===== config.mk =====
export PLATFORM = sky130hd
export DESIGN_NAME = vend_ctrl
export DESIGN_NICKNAME = d
export VERILOG_FILES = /design/src/rtl/vend_pkg.sv /design/src/rtl/vend_item_table.sv /design/src/rtl/vend_ctrl.sv
export SDC_FILE = /design/constraint.sdc
export NUM_CORES = 1
export LEC_CHECK = 0
export ABC_AREA = 1
export BUFFER_PORTS_ARGS = -buffer_cell sky130_fd_sc_hd__buf_2
export CAP_MARGIN = 5
export CORE_MARGIN = 2
export CORE_UTILIZATION = 53
export DETAILED_ROUTE_END_ITERATION = 12
export GPL_TIMING_DRIVEN = 0
export PLACE_DENSITY = 0.84
export SYNTH_ARGS = -nofsm -noshare
export SYNTH_HDL_FRONTEND = slang
export SYNTH_SLANG_ARGS = --single-unit

===== constraint.sdc =====
create_clock -name clk -period 1.72 [get_ports clk]
set_input_delay 0.258 -clock clk [delete_from_list [all_inputs] [get_ports clk]]
set_output_delay 0.258 -clock clk [all_outputs]
set_load 0.005 [all_outputs]

===== src/rtl/vend_pkg.sv =====
// ---------------------------------------------------------------------------
// vend_pkg
// Shared definitions for the vending controller: the controller state
// enumeration, the default currency width and the slot-index width.
// No ports (package).
// ---------------------------------------------------------------------------
package vend_pkg;

    localparam int CURRENCY_WIDTH_DEF = 7;
    localparam int IDX_W              = 4;

    typedef enum logic [2:0] {
        IDLE    = 3'd0,
        COLLECT = 3'd1,
        VEND    = 3'd2,
        CHANGE  = 3'd3,
        REFUND  = 3'd4,
        DONE    = 3'd5
    } vend_state_e;

endpackage


===== src/rtl/vend_item_table.sv =====
// ---------------------------------------------------------------------------
// vend_item_table
// Per-slot price and 4-bit stock storage.
//   clk, rst           : clock, synchronous active-high reset (clears table)
//   wr_en_i/wr_idx_i   : write strobe and slot; wr_price_i/wr_stock_i data
//   rd_idx_i           : combinational read slot; rd_price_o/rd_stock_o data
//   dec_en_i/dec_idx_i : decrement the stock of one slot by one
// Slots at or beyond NUM_ITEMS do not exist: writes to them are dropped and
// reads of them return price 0 / stock 0, so they always look sold out.
// ---------------------------------------------------------------------------
module vend_item_table
    import vend_pkg::*;
#(
    parameter int CURRENCY_WIDTH = CURRENCY_WIDTH_DEF,
    parameter int NUM_ITEMS      = 4
) (
    input  logic                      clk,
    input  logic                      rst,
    input  logic                      wr_en_i,
    input  logic [IDX_W-1:0]          wr_idx_i,
    input  logic [CURRENCY_WIDTH-1:0] wr_price_i,
    input  logic [3:0]                wr_stock_i,
    input  logic [IDX_W-1:0]          rd_idx_i,
    output logic [CURRENCY_WIDTH-1:0] rd_price_o,
    output logic [3:0]                rd_stock_o,
    input  logic                      dec_en_i,
    input  logic [IDX_W-1:0]          dec_idx_i
);

    logic [CURRENCY_WIDTH-1:0] price_q [NUM_ITEMS];
    logic [3:0]                stock_q [NUM_ITEMS];

    always_ff @(posedge clk) begin
        if (rst) begin
            for (int i = 0; i < NUM_ITEMS; i++) begin
                price_q[i] <= '0;
                stock_q[i] <= '0;
            end
        end else begin
            for (int i = 0; i < NUM_ITEMS; i++) begin
                if (wr_en_i && (wr_idx_i == IDX_W'(i))) begin
                    price_q[i] <= wr_price_i;
                    stock_q[i] <= wr_stock_i;
                end else if (dec_en_i && (dec_idx_i == IDX_W'(i)) && (stock_q[i] != 4'd0)) begin
                    stock_q[i] <= stock_q[i] - 4'd1;
                end
            end
        end
    end

    always_comb begin
        rd_price_o = '0;
        rd_stock_o = '0;
        for (int i = 0; i < NUM_ITEMS; i++) begin
            if (rd_idx_i == IDX_W'(i)) begin
                rd_price_o = price_q[i];
                rd_stock_o = stock_q[i];
            end
        end
    end

endmodule


===== src/rtl/vend_ctrl.sv =====
// ---------------------------------------------------------------------------
// vend_ctrl
// Vending machine transaction controller: selection, coin collection with
// idle timeout, vend handshake, change/refund handshake and accumulator clear.
//   clk, rst                  : clock, synchronous active-high reset
//   total_currency            : running coin total from the accumulator
//   cfg_wr/cfg_idx/cfg_price/cfg_stock : slot configuration (IDLE only)
//   sel_valid/sel_idx         : customer selection
//   cancel                    : customer cancel (COLLECT only)
//   vend_valid/vend_item/vend_ready       : vend handshake
//   change_valid/change_value/change_ready: change/refund handshake
//   dispense_valid            : held until the accumulator reads zero
//   sold_out                  : one-cycle rejection pulse
//   busy                      : transaction in progress
// ---------------------------------------------------------------------------
module vend_ctrl
    import vend_pkg::*;
#(
    parameter int CURRENCY_WIDTH = CURRENCY_WIDTH_DEF,
    parameter int NUM_ITEMS      = 4,
    parameter int TIMEOUT_CYCLES = 1000
) (
    input  logic                      clk,
    input  logic                      rst,
    input  logic [CURRENCY_WIDTH-1:0] total_currency,
    input  logic                      cfg_wr,
    input  logic [IDX_W-1:0]          cfg_idx,
    input  logic [CURRENCY_WIDTH-1:0] cfg_price,
    input  logic [3:0]                cfg_stock,
    input  logic                      sel_valid,
    input  logic [IDX_W-1:0]          sel_idx,
    input  logic                      cancel,
    input  logic                      vend_ready,
    input  logic                      change_ready,
    output logic                      vend_valid,
    output logic [IDX_W-1:0]          vend_item,
    output logic                      change_valid,
    output logic [CURRENCY_WIDTH-1:0] change_value,
    output logic                      dispense_valid,
    output logic                      sold_out,
    output logic                      busy
);

    localparam int              TW       = (TIMEOUT_CYCLES > 1) ? $clog2(TIMEOUT_CYCLES) : 1;
    localparam logic [TW-1:0]   TMO_LAST = TW'(TIMEOUT_CYCLES - 1);

    vend_state_e               state_q, state_d;
    logic [IDX_W-1:0]          sel_q, sel_d;
    logic [CURRENCY_WIDTH-1:0] price_q, price_d;
    logic [CURRENCY_WIDTH-1:0] change_q, change_d;
    logic [CURRENCY_WIDTH-1:0] prev_total_q;
    logic [TW-1:0]             tmo_q, tmo_d;
    logic                      sold_out_q, sold_out_d;

    logic [CURRENCY_WIDTH-1:0] tbl_price;
    logic [3:0]                tbl_stock;
    logic                      dec_en;

    vend_item_table #(
        .CURRENCY_WIDTH (CURRENCY_WIDTH),
        .NUM_ITEMS      (NUM_ITEMS)
    ) u_table (
        .clk        (clk),
        .rst        (rst),
        .wr_en_i    (cfg_wr && (state_q == IDLE)),
        .wr_idx_i   (cfg_idx),
        .wr_price_i (cfg_price),
        .wr_stock_i (cfg_stock),
        .rd_idx_i   (sel_idx),
        .rd_price_o (tbl_price),
        .rd_stock_o (tbl_stock),
        .dec_en_i   (dec_en),
        .dec_idx_i  (sel_q)
    );

    // Control state is reset; the latched selection, price, change amount and
    // previous total are plain data, masked at the outputs outside their states.
    always_ff @(posedge clk) begin
        if (rst) begin
            state_q    <= IDLE;
            tmo_q      <= '0;
            sold_out_q <= 1'b0;
        end else begin
            state_q    <= state_d;
            tmo_q      <= tmo_d;
            sold_out_q <= sold_out_d;
        end
        sel_q        <= sel_d;
        price_q      <= price_d;
        change_q     <= change_d;
        prev_total_q <= total_currency;
    end

    always_comb begin
        state_d    = state_q;
        sel_d      = sel_q;
        price_d    = price_q;
        change_d   = change_q;
        tmo_d      = tmo_q;
        sold_out_d = 1'b0;
        dec_en     = 1'b0;

        case (state_q)
            IDLE: begin
                // Out-of-range slots read back stock 0, so one test covers both rejections.
                if (sel_valid) begin
                    if (tbl_stock != 4'd0) begin
                        sel_d   = sel_idx;
                        price_d = tbl_price;
                        tmo_d   = '0;
                        state_d = COLLECT;
                    end else begin
                        sold_out_d = 1'b1;
                    end
                end
            end
            COLLECT: begin
                if (total_currency != prev_total_q) begin
                    tmo_d = '0;
                end else if (tmo_q != TMO_LAST) begin
                    tmo_d = tmo_q + TW'(1);
                end
                // Sufficient payment wins over cancel/timeout in the same cycle.
                if (total_currency >= price_q) begin
                    state_d = VEND;
                end else if (cancel || (tmo_q == TMO_LAST)) begin
                    state_d = REFUND;
                end
            end
            VEND: begin
                if (vend_ready) begin
                    dec_en   = 1'b1;
                    change_d = total_currency - price_q;
                    state_d  = (total_currency != price_q) ? CHANGE : DONE;
                end
            end
            REFUND: begin
                // One-cycle state: captures the refund amount so it stays stable in CHANGE.
                if (total_currency == '0) begin
                    state_d = DONE;
                end else begin
                    change_d = total_currency;
                    state_d  = CHANGE;
                end
            end
            CHANGE: begin
                if (change_ready) begin
                    state_d = DONE;
                end
            end
            DONE: begin
                if (total_currency == '0) begin
                    state_d = IDLE;
                end
            end
            default: begin
                state_d = IDLE;
            end
        endcase
    end

    assign vend_valid     = (state_q == VEND);
    assign vend_item      = vend_valid ? sel_q : '0;
    assign change_valid   = (state_q == CHANGE);
    assign change_value   = change_valid ? change_q : '0;
    assign dispense_valid = (state_q == DONE);
    assign sold_out       = sold_out_q;
    assign busy           = (state_q != IDLE);

endmodule


==> After elaboration in Yosys (flattened, before gate mapping) <==
Memories as Yosys holds them, arrays and structs flattened.
Cells that the tools add are included.
{ "totals": {"memories": 2, "regBits": 39, "mem_bits_rw": 44, "out_inout_bits": 16, "in_bits": 33, "elab_cells": 161} }
{ "op_classes": {"add_sub_neg": 6, "reduce_logical": 32, "order_cmp": 1, "mux": 73, "n_eq_ne": 26, "bitwise": 14} }
{ "memory_table": {"columns": ["name", "words", "word_bits", "rd", "rd_clocked_by_memory_dff", "write_ports", "line", "source"], "rows": [
  ["u_table.price_q", 4, 7, 4, 0, 4, "vend_item_table.sv:30", "logic [CURRENCY_WIDTH-1:0] price_q [NUM_ITEMS];"],
  ["u_table.stock_q", 4, 4, 4, 0, 4, "vend_item_table.sv:31", "logic [3:0] stock_q [NUM_ITEMS];"]
]} }
{ "ops": {"columns": ["operator", "n"], "rows": [
  ["two-way mux 7 bit", 11],
  ["two-way mux 4 bit", 13],
  ["two-way mux 10 bit", 4],
  ["two-way mux 1 bit", 33],
  ["two-way mux 3 bit", 9],
  ["== test 4 x 2 -> 1 bit (second input constant)", 6],
  ["one-hot mux 10 bit (2 select lines)", 1],
  ["nonzero test 4 bit", 5],
  ["one-hot mux 3 bit (6 select lines)", 1],
  ["subtractor 4 x 1 -> 4 bit (second input constant)", 4],
  ["!= test 7 bit", 2],
  ["one-hot mux 7 bit (2 select lines)", 1],
  ["logical AND 1 bit", 13],
  ["== test 4 x 1 -> 1 bit (second input constant)", 3],
  ["zero test 4 bit", 3],
  ["bitwise OR 1 bit", 12],
  ["adder 10 x 1 -> 10 bit (second input constant)", 1],
  ["== test 10 bit (second input constant)", 1],
  ["!= test 10 bit (second input constant)", 1],
  ["!= test 2 bit (second input constant)", 4],
  ["greater-or-equal comparator 7 bit", 1],
  ["zero test 7 bit", 1],
  ["subtractor 7 bit", 1],
  ["== test 3 x 2 -> 1 bit (second input constant)", 2],
  ["13 further kinds", 19]
]} }

==> Longest topological paths before layout <==
Gate-level depths: netlist of the first run.
{ "logic_depth": {"depth_word": 9, "ltp_mapped": 12, "ltp_nobuf": 12} }

==> Modules after synthesis <==
From an unflattened synthesis of the first run, not the netlist that was laid out.
{ "hier_totals": {"hier_cells": 605, "area_unflattened_um2": 4754.6} }
{ "modules_own_cells": {"columns": ["mod", "seq_area_each_um2", "cells_each", "area_per_inst_um2", "instances"], "rows": [
  ["vend_item_table", 1321.3, 287, 2456.1, 1],
  ["vend_ctrl", 960.9, 318, 2298.5, 1]
]} }

==> Worst setup path after synthesis of the first run <==
Ideal clock, no wire load.
{ "synth_path": {"path_type": "flip-flop to flip-flop", "from": "reg price_q[0]", "to": "reg change_q[6] (data pin)", "synth_period_minus_slack_ns": 1.913, "path_slack_ns": -0.193, "path_buffers": 0, "t_arrival_ns": 1.660, "setup_time_ns": 0.253, "path_stages_with_launch": 10, "cell_sequence": "edfxtp_1 -> ha_1 -> fa_1 -> nor2_1 -> o21ai_0 -> nand2_1 -> a21oi_1 -> or2_2 -> nand3_1 -> nand2_1"} }
{ "synth_via": {"elab_chain_len": 3} }
{ "synth_rtl": {"columns": ["item", "line", "source"], "rows": [
  ["start: declaration", "vend_ctrl.sv:49", "logic [CURRENCY_WIDTH-1:0] price_q, price_d;"],
  ["start signal: assignment", "vend_ctrl.sv:89", "price_q <= price_d;"],
  ["subtractor 7 bit", "vend_ctrl.sv:133", "change_d = total_currency - price_q;"],
  ["two-way mux 7 bit", "vend_ctrl.sv:131", "if (vend_ready) begin"],
  ["one-hot mux 7 bit (2 select lines)", "vend_ctrl.sv:103", "case (state_q)"],
  ["via change_d[6]", "vend_ctrl.sv:50", "logic [CURRENCY_WIDTH-1:0] change_q, change_d;"],
  ["end signal: assignment", "vend_ctrl.sv:90", "change_q <= change_d;"],
  ["end: declaration", "vend_ctrl.sv:50", null]
]} }
The timed path passes the listed nets, and every way through them passes these cells. The select of a mux whose other input is x is not followed.
A chain may end at the register's enable or synchronous reset.

==> Worst setup path after layout of the first run <==
Same ends and word-level chain as after synthesis.

==> results_dict.tcl, run 1 <==
set metrics [dict create \
    clkTransAtPathRegs_ns 0.09 \
    gr-total-overflow 0 \
    worstMarginPinSlew_ns 0.712 \
    routedWlPerCell_um 14.6 \
    status "finished with violations" \
    grt.busiest_layer "met2" \
    worstPathRequired_ns 1.85 \
    layout_setup_ws_ns -0.163 \
    cpPeakStageDelay_ns 0.40 \
    clkSinkCount 83 \
    r2r_start "price_q[0]" \
    reg2reg_slack_ns -0.16 \
    path_cells "ha_2, fa_2, nor2_4, o21ai_2, nand2_1, a21oi_2, or2_4, nand3_2, nand2_1" \
    clkPwrFrac_pct 22.6 \
    failed_checks "setup timing" \
    worstSkewPairLatency_ns 0.36 \
    fin_nets 684 \
    arrival_ns 2.01 \
    start_kind "flip-flop" \
    vias_per_cell 5.51 \
    cts_root_buffer "clkbuf_8" \
    synth_compound_area_share_pct 5.99 \
    hold_path_depth 1 \
    start_util_pct 54.0 \
    worstHoldStart "total_currency[0]" \
    max_slew_margin_pct 52.2 \
    antennaDiodeCount 0 \
    hold_viol_final 0 \
    pre_cts_slack_ns -0.293 \
    regToRegEndpoint "change_q[6]" \
    first_iter_violations 230 \
    crit_type "flip-flop to flip-flop" \
    ys_seq_area_share_pct 49.2 \
    antenna_left 0 \
    nFillCells 637 \
    multi_input_area_sq_um 2240 \
    worstRegToRegCells 9 \
    yosys_register_bits 83 \
    synth_top_family_by_area "simple AND/OR/NAND/NOR gates" \
    fin_crit_ns 1.88 \
    worst_path_most_repeated_cell "nand2_1" \
    intPower_mw 3.74 \
    timing.final.crit_share_pct 110 \
    antenna_found_initial 0 \
    drive_gt1_share_pct 28.0 \
    critPathMaxFanout 2 \
    skew_ns 0.00538 \
    core_sq_um 8590 \
    wl_um 11000 \
    powerDensity_nw_per_um2 1030 \
    fin_tns_setup_ns -0.474 \
    synth_simple_gate_area_share_pct 29.9 \
    tritoncts "yes" \
    grt_pass1_vias 3734 \
    hold_class "primary input to flip-flop" \
    ios 49 \
    port_buffers 48 \
    fp.dieH_um 97.5 \
    cts_made_buffers 9 \
    rsz0062_at_grt "true" \
    layout.core_utilization_pct 66.2 \
    grt_pass1_wl_um 16600 \
    final_max_slew_viol_count 0 \
    synth-xor-area-share_pct 2.64 \
    p_sw_mw 2.14 \
    synth.mux.area_fraction_pct 0 \
    crit_slowest_cell "edfxtp_1" \
    grt_util_met1_pct 26.8 \
    htreeDepth 3 \
    synthAdderAreaFrac_pct 3.67 \
    die_w_um 97.5 \
    gp_congestion 0.882 \
    num_vias 4139 \
    grtUsageTotal_pct 21.9 \
    grt_max_degree 17 \
    yosys_warnings 0 \
    area.sequential_sq_um 2290 \
    syn_nets 602 \
    pwr-share-comb_pct 33.3 \
    post-dp-hpwl_um 7500 \
    synthesis.area_sq_um 4640 \
    avgSynthCellArea_sq_um 8.34 \
    holdBufCountCts 0 \
    leakage_nw 2.48 \
    drc 0 \
    grt_util_met2_pct 37.1 \
    final_cell_mix "nand2_1, nor2_1, inv_1, edfxtp_1, buf_2" \
    min_to "prev_total_q[0]" \
    peakVddDrop_mv 0.628 \
    setup_violations 11 \
    fp-row-count 34 \
    critPathLaunch "price_q[0]" \
    final_common_cell "nand2_1" \
    max-cap-violations 0 \
    firstDrtPassIters 5 \
    ys_types 44 \
    end_kind "flip-flop" \
    clock_path_buffers 2 \
    pwr-share-seq_pct 44.1 \
    use_met3_pct 4.75 \
    fmax_mhz 531 \
    layout-area-overhead-vs-synth_pct 22.7 \
    synthCells 556 \
    swShare_pct 36.4 \
    fp.dieArea_sq_um 9510 \
]
==> power groups by stage <==
| stage | Combinational, mW | Clock (mW) | Sequential, mW |
|---|---|---|---|
| 2_1_floorplan | 1.06 | 0 | 2.59 |
| 3_3_place_gp | 1.37 | 0 | 2.61 |
| 3_5_place_dp | 1.42 | 0 | 2.63 |
| 4_1_cts | 1.57 | 1.34 | 2.58 |
| 5_1_grt | 2.15 | 1.41 | 2.62 |
| 6_report | 1.96 | 1.33 | 2.59 |
==> worst max path at each step <==
stage / cells after the start / endpoint / slack [ns]
after global placement: 8 / price_q[5] / -0.23
after detailed placement: 8 / sel_q[3] / -0.29
after global routing: 9 / change_q[6] / -0.22
after floorplan: 9 / change_q[6] / -0.08
final: 9 / change_q[6] / -0.16
after CTS: 9 / change_q[6] / -0.14
==> per-layer routing <==
| metal | share of wire [%] | wire length (um) | vias to the layer above |
|---|---|---|---|
| li1 | - | - | 1983 |
| met1 | 40 | 4410 | 1897 |
| met2 | 49 | 5350 | 234 |
| met3 | 8.4 | 919 | 25 |
| met4 | 2.5 | 274 | 0 |
| met5 | 0 | 0 | - |
==> flip-flops by register name, indices dropped and copies added (netlist names) <==
register	flops
sel_q	4
price_q	7
change_q	7
u_table.stock_q	16
u_table.price_q	28
tmo_q	10
prev_total_q	7
state_q	3
sold_out	1
==> cells in the mapped netlist, drive strengths merged <==
cell    number  area, sq um
nand2      135          529
a21oi       10         50.1
dfxtp       21          420
edfxtp      62         1860
nand3       35          203
o21bai       1         7.51
nor3b        1         7.51
nand4       14         87.6
a211oi       2         20.0
xnor2       10         87.6
inv         89          337
nor4         2         33.8
fa           1         20.0
a31oi        1         6.26
clkbuf       2         7.51
buf          6         55.1
o211ai       1         7.51
or2          4         25.0
nand3b       4         30.0
a21o         1         7.51
o22ai       11         75.1
xor2         4         35.0
ha          12          150
o21ai       17         88.8
nor2        98          398
o31ai        2         15.0
nor3        10         71.3
==> through the flow <==
| step | std cells | hold WS (ns) | total power, mW | cell area [sq um] |
|---|---|---|---|---|
| after CTS | 733 | 0.0409 | 5.49 | 5360 |
| after global placement | 712 | 0.420 | 3.98 | 5030 |
| after global routing | 751 | 0.0596 | 6.19 | 5690 |
| after floorplan | 556 | 0.286 | 3.65 | 4660 |
| after detailed placement | 712 | 0.422 | 4.05 | 5030 |
| final | 751 | 0.0615 | 5.88 | 5690 |
==> worst max-delay path, delay by kind of cell (launching register included) <==
kind	cells	cell delay [ns]
AOI/OAI and AO/OA	2	0.13
adders and majority gates	2	0.57
DFF	1	0.40
and+or+nand+nor	5	0.55
==> cell families after synthesis <==
family / Yosys count
DFF: 83
buffers and inverters: 97
adders and majority gates: 13
and+or+nand+nor: 303
xor gates and xnor gates: 14
AOI/OAI and AO/OA: 46
==> final cells by class <==
cell class              count  share of cell area (%)
inverters                  89                    6.18
well taps                 108                    2.37
repair buffers             71                    7.43
clock inverters             7                    1.03
clock buffers               9                    2.18
plain buffers               8                    1.21
multi-input cells         376                    39.3
flip-flops and latches     83                    40.3
==> repair_timing <==
item / 4_1_cts / 5_1_grt
cloned: 0 / 1
buffers inserted: 5 / 17
setup endpoints to repair: 64 / 98
pin swaps: 6 / 12
resized for setup: 20 / 51
Power figures use the tool's default switching activity.
==> run 2: changes to the inputs <==
- BUFFER_PORTS_ARGS: -buffer_cell sky130_fd_sc_hd__buf_2 -> default
- CORE_UTILIZATION: 53 -> 58
- DONT_BUFFER_PORTS: default -> 1
==> results_dict.tcl, run 2 (synthesis results as in run 1) <==
set metrics [dict create \
    status "finished with violations" \
    failed_checks "setup timing" \
    clkSinkCount 83 \
    arrival_ns 2.20 \
    wl_um 11400 \
    drc 0 \
    drive_gt1_share_pct 23.1 \
    path_buf_inv 2 \
    path_cells "ha_4, buf_4, buf_6, nand3b_1, nand2_1, nand2_1, nand3_2, nor2_4, nand2_2, nand3_4, nand2_1, nand2_1, nor2_1" \
    final_max_slew_viol_count 0 \
    post-dp-hpwl_um 7410 \
    fp.dieArea_sq_um 8730 \
    core_sq_um 7730 \
    end_kind "flip-flop" \
    placed_cell_area_sq_um 4790 \
    top_regs "u_table.price_q (28), u_table.stock_q (16), tmo_q (10)" \
    peakVddDrop_mv 0.517 \
    crit_type "flip-flop to flip-flop" \
    num_vias 4013 \
    powerDensity_nw_per_um2 1040 \
    vias_per_cell 5.69 \
    largest-register "u_table.price_q" \
    antenna_found_initial 0 \
    antennaDiodeCount 0 \
    leakage_nw 2.33 \
    grt_pass1_wl_um 17000 \
    first_iter_violations 206 \
    fp.dieH_um 93.4 \
    clkTransAtPathRegs_ns 0.09 \
    rsz0062_at_grt "true" \
    max_slew_margin_pct 53.4 \
    gp_congestion 0.875 \
    critPathTopFamily "simple AND/OR/NAND/NOR gates" \
    largest_register_ffs 28 \
    power_mw 5.86 \
    layout.core_utilization_pct 72.7 \
    worstMarginPinSlew_ns 0.694 \
    cts_root_buffer "clkbuf_8" \
    crit_slowest_cell "edfxtp_1" \
    cts_made_buffers 9 \
    fp-row-count 32 \
    final_cell_area_sq_um 5620 \
    reg2reg_slack_ns -0.18 \
    final_common_cell "nand2_1" \
    skew_ns 0.00709 \
    timing.final.crit_share_pct 110 \
    worstPathRequired_ns 2.02 \
    max-cap-violations 0 \
    fin_nets 644 \
    routedWlPerCell_um 16.2 \
    cpPeakStageDelay_ns 0.44 \
    layout_setup_ws_ns -0.178 \
    ios 49 \
    layout-area-overhead-vs-synth_pct 21.2 \
    clock_path_buffers 2 \
    grt_max_degree 17 \
    worst_path_most_repeated_cell "nand2_1" \
    firstDrtPassIters 5 \
    port_buffers 0 \
    fmax_mhz 527 \
    critPathMaxFanout 5 \
    tritoncts "yes" \
    whs_ns 0.0720 \
    antenna_left 0 \
    start_kind "flip-flop" \
    die_w_um 93.4 \
    grt_pass1_vias 3671 \
    grtUsageTotal_pct 25.0 \
    htreeDepth 3 \
    hold_viol_final 0 \
    hold_class "primary input to flip-flop" \
    final_cell_mix "nand2_1, inv_1, nor2_1, edfxtp_1, nand3_1" \
    start_util_pct 60.0 \
    pre_cts_slack_ns -0.214 \
    gr-total-overflow 0 \
    setup_violations 6 \
    fin_crit_ns 1.90 \
    worstSkewPairLatency_ns 0.37 \
]
-- run 2: changes by cell type in the layout (fill, tap and decap cells not counted), moves of 3 or more --
cell / before / now
a21oi_1: 7 / 3
buf_4: 21 / 15
a21oi_2: 2 / 5
buf_2: 50 / 0
nor2_2: 10 / 16
buf_6: 5 / 9
dlygate4sd3_1: 0 / 11
nor2_1: 80 / 73
-- run 2: area by class of cell --
class	count	area (sq um)
multi-input cells	376	2300
flip-flops and latches	83	2300
fillers	526	2110
inverters	89	352
repair buffers	30	277
well taps	102	128
clock buffers	9	124
plain buffers	8	75.1
clock inverters	7	60.1
repair inverters	1	5.00
-- run 2: what timing repair did --
action | in CTS | in global routing
hold buffers | 11 | 0
setup buffers | 6 | 12
endpoints found under the hold margin | 11 | 0
pin swaps | 10 | 24
resized for setup | 18 | 81
endpoints found under the setup margin | 49 | 72
gates cloned | 0 | 2
-- run 2: report_power, final --
part,switching (mW),leakage (nW),internal (mW)
Sequential,0.173,0.798,2.45
Combinational,1.17,1.44,0.707
Clock,0.809,0.0917,0.553
Total,2.15,2.33,3.71
-- run 2: per-layer routing --
metal  routed length [um]  up-vias  GRT usage (%)
met5                    0        -              0
li1                     -     1900              -
met1                 4520     1866           31.8
met4                  253        0           5.51
met2                 5780      221           43.0
met3                  872       26           6.53
-- run 2: final timing paths --
kind / startpoint / to / cells past startpoint
worst max-delay path: price_q[0] / state_q[1] / 13
worst min-delay path: total_currency[6] / change_q[6] / 2
worst max register to register: price_q[0] / state_q[1] / 13
worst min register to register: tmo_q[1] / tmo_q[1] / 2
-- run 2: stage by stage --
| step | setup TNS [ns] | std cells |
|---|---|---|
| finish | -0.641 | 705 |
| global route | -4.15 | 705 |
| CTS | -0.150 | 691 |
| floorplan | -0.0847 | 556 |
| detailed placement | -2.80 | 658 |
| global placement | -1.19 | 658 |
==> run 3: changes to the inputs <==
- ABC_AREA: 1 -> default
- CORE_UTILIZATION: 58 -> 68
- PLACE_DENSITY: 0.84 -> 0.92
- clock period: 1.72 -> 2.2 ns (I/O delays scaled with it)
==> results_dict.tcl, run 3 <==
set metrics [dict create \
    top_regs "u_table.price_q (28), u_table.stock_q (16), tmo_q (10)" \
    ios 49 \
    pwr-share-seq_pct 54.7 \
    status "finished with violations" \
    synth_top_family_by_area "simple AND/OR/NAND/NOR gates" \
    firstDrtPassIters 7 \
    cts_root_buffer "clkbuf_8" \
    end_kind "flip-flop" \
    largest_register_ffs 28 \
    drc 0 \
    fin_crit_ns 2.25 \
    path_cells "inv_1, ha_4, nand4_1, o311a_1, a2111o_1, or3_1, a31oi_1" \
    avgSynthCellArea_sq_um 10.5 \
    gp_congestion 0.884 \
    synthTopCellsByArea "edfxtp_1, dfxtp_1, and2_1" \
    layout-area-overhead-vs-synth_pct 13.1 \
    synth.mux.area_fraction_pct 3.53 \
    worstSkewPairLatency_ns 0.36 \
    synthAdderAreaFrac_pct 3.81 \
    intPower_mw 2.44 \
    synth-xor-area-share_pct 2.74 \
    placed_cell_area_sq_um 4560 \
    arrival_ns 2.54 \
    synth_most_common_cell "edfxtp_1" \
    yosysTopAreaCellShare_pct 41.7 \
    antennaDiodeCount 0 \
    cts_made_buffers 9 \
    first_iter_violations 244 \
    fp-row-count 29 \
    vias_per_cell 6.40 \
    skew_ns 0.00911 \
    grtUsageTotal_pct 27.7 \
    antenna_found_initial 0 \
    syn_nets 470 \
    start_kind "flip-flop" \
    antenna_left 0 \
    clkTransAtPathRegs_ns 0.09 \
    synth_compound_area_share_pct 12.3 \
    p_sw_mw 0.795 \
    clock_path_buffers 2 \
    final_common_cell "edfxtp_1" \
    critPathTopFamily "compound AO/OA/AOI/OAI gates" \
    worstPathRequired_ns 2.48 \
    tritoncts "yes" \
    ys_types 51 \
    synth_area_leader_cell "edfxtp_1" \
    core_sq_um 6350 \
    htreeDepth 3 \
    leakage_nw 1.84 \
    final_cell_mix "edfxtp_1, and2_1, nand2_1, o21ai_0, inv_1" \
    synthFlopType "edfxtp_1" \
    crit_type "flip-flop to flip-flop" \
    synthCells 424 \
    path_buf_inv 1 \
    pwr-share-comb_pct 10.7 \
    fp.dieArea_sq_um 7240 \
    cp.depth 7 \
    synthesis.area_sq_um 4470 \
    post-dp-hpwl_um 6760 \
    worstMarginPinSlew_ns 0.643 \
    synth_commonest_cells "edfxtp_1, and2_1, nand2_1" \
    clkSinkCount 83 \
    grt_pass1_vias 3281 \
    swShare_pct 24.6 \
    peakVddDrop_mv 0.504 \
    critPathMaxFanout 5 \
    fmax_mhz 444 \
    max-cap-violations 0 \
    rsz0062_at_grt "true" \
    powerDensity_nw_per_um2 640 \
    drive_gt1_share_pct 13.8 \
    routedWlPerCell_um 18.7 \
    hold_class "primary input to flip-flop" \
    failed_checks "setup timing" \
    fin_tns_setup_ns -0.0548 \
    cpPeakStageDelay_ns 0.44 \
    crit_slowest_cell "a2111o_1" \
    fin_nets 498 \
    yosys_warnings 0 \
    yosys_register_bits 83 \
    die_w_um 85.1 \
    clkPwrFrac_pct 34.6 \
    grt_max_degree 15 \
    max_slew_margin_pct 57.0 \
    final_max_slew_viol_count 0 \
    synth_edf_count 62 \
    final_cell_area_sq_um 5050 \
    postSynth.asyncResetShare_pct 0 \
    gr-total-overflow 0 \
    worstRegToRegCells 7 \
    setup_violations 1 \
    start_util_pct 70.4 \
    port_buffers 0 \
    num_vias 3419 \
    hold_viol_final 0 \
    ys_seq_area_share_pct 51.1 \
    synth_simple_gate_area_share_pct 22.9 \
    fp.dieH_um 85.1 \
    timing.final.crit_share_pct 102 \
    grt_pass1_wl_um 15400 \
    layout_setup_ws_ns -0.0548 \
    largest-register "u_table.price_q" \
    wl_um 9990 \
    hold_path_depth 0 \
]
[run 3: cells by family after synthesis]
kind of cell,count (synthesis)
DFF,83
muxes,7
AOI/OAI and AO/OA,86
adders and majority gates,13
xor gates and xnor gates,14
buffers and inverters,43
and+or+nand+nor,178
[run 3: through the flow]
stage | hold slack, ns | utilization, % | power, mW | instances | setup WS (ns)
4_1_cts | 0.0615 | 77.4 | 3.20 | 526 | -0.112
3_5_place_dp | 0.358 | 71.9 | 2.09 | 501 | -0.400
3_3_place_gp | 0.358 | 71.9 | 2.07 | 501 | -0.379
6_report | 0.0658 | 79.6 | 3.23 | 534 | -0.0548
2_1_floorplan | 0.358 | - | 2.02 | 424 | 0.0213
5_1_grt | 0.0398 | 79.6 | 3.34 | 534 | -0.109
[run 3: power groups by stage]
| stage | combinational (mW) | clock, mW | sequential (mW) |
|---|---|---|---|
| final | 0.347 | 1.12 | 1.77 |
| after global routing | 0.377 | 1.19 | 1.78 |
| after CTS | 0.314 | 1.11 | 1.77 |
| after detailed placement | 0.288 | 0 | 1.80 |
| after global placement | 0.275 | 0 | 1.80 |
| after floorplan | 0.227 | 0 | 1.79 |
[run 3: layer usage]
| layer | track usage [%] | wire length [um] | vias up |
|---|---|---|---|
| met5 | 0 | 0 | - |
| li1 | - | - | 1601 |
| met3 | 6.91 | 927 | 30 |
| met4 | 11.1 | 217 | 0 |
| met2 | 45.8 | 5020 | 185 |
| met1 | 35.0 | 3820 | 1603 |
[run 3: final cells by class]
| cell class | count | area, sq um |
|---|---|---|
| Buffer | 15 | 67.6 |
| Clock buffer | 12 | 178 |
| Clock inverter | 4 | 30.0 |
| Fill cell | 372 | 1300 |
| Inverter | 27 | 101 |
| Multi-Input combinational cell | 298 | 2140 |
| Sequential cell | 83 | 2290 |
| Tap cell | 77 | 96.3 |
| Timing Repair Buffer | 18 | 153 |
[run 3: worst paths after layout]
path	start	end	slack, ns
hold reg to reg	tmo_q[9]	tmo_q[9]	0.49
setup reg to reg	price_q[4]	state_q[0]	-0.05
setup / recovery	price_q[4]	state_q[0]	-0.05
hold / removal	sel_idx[2]	sel_q[2]	0.07
[run 3: what timing repair did]
item / CTS / global route
setup endpoints to repair: 84 / 75
setup buffers: 3 / 8
pin swaps: 7 / 6
endpoints found under the hold margin: 7 / 0
hold buffers: 7 / 0
gates resized for setup: 10 / 26
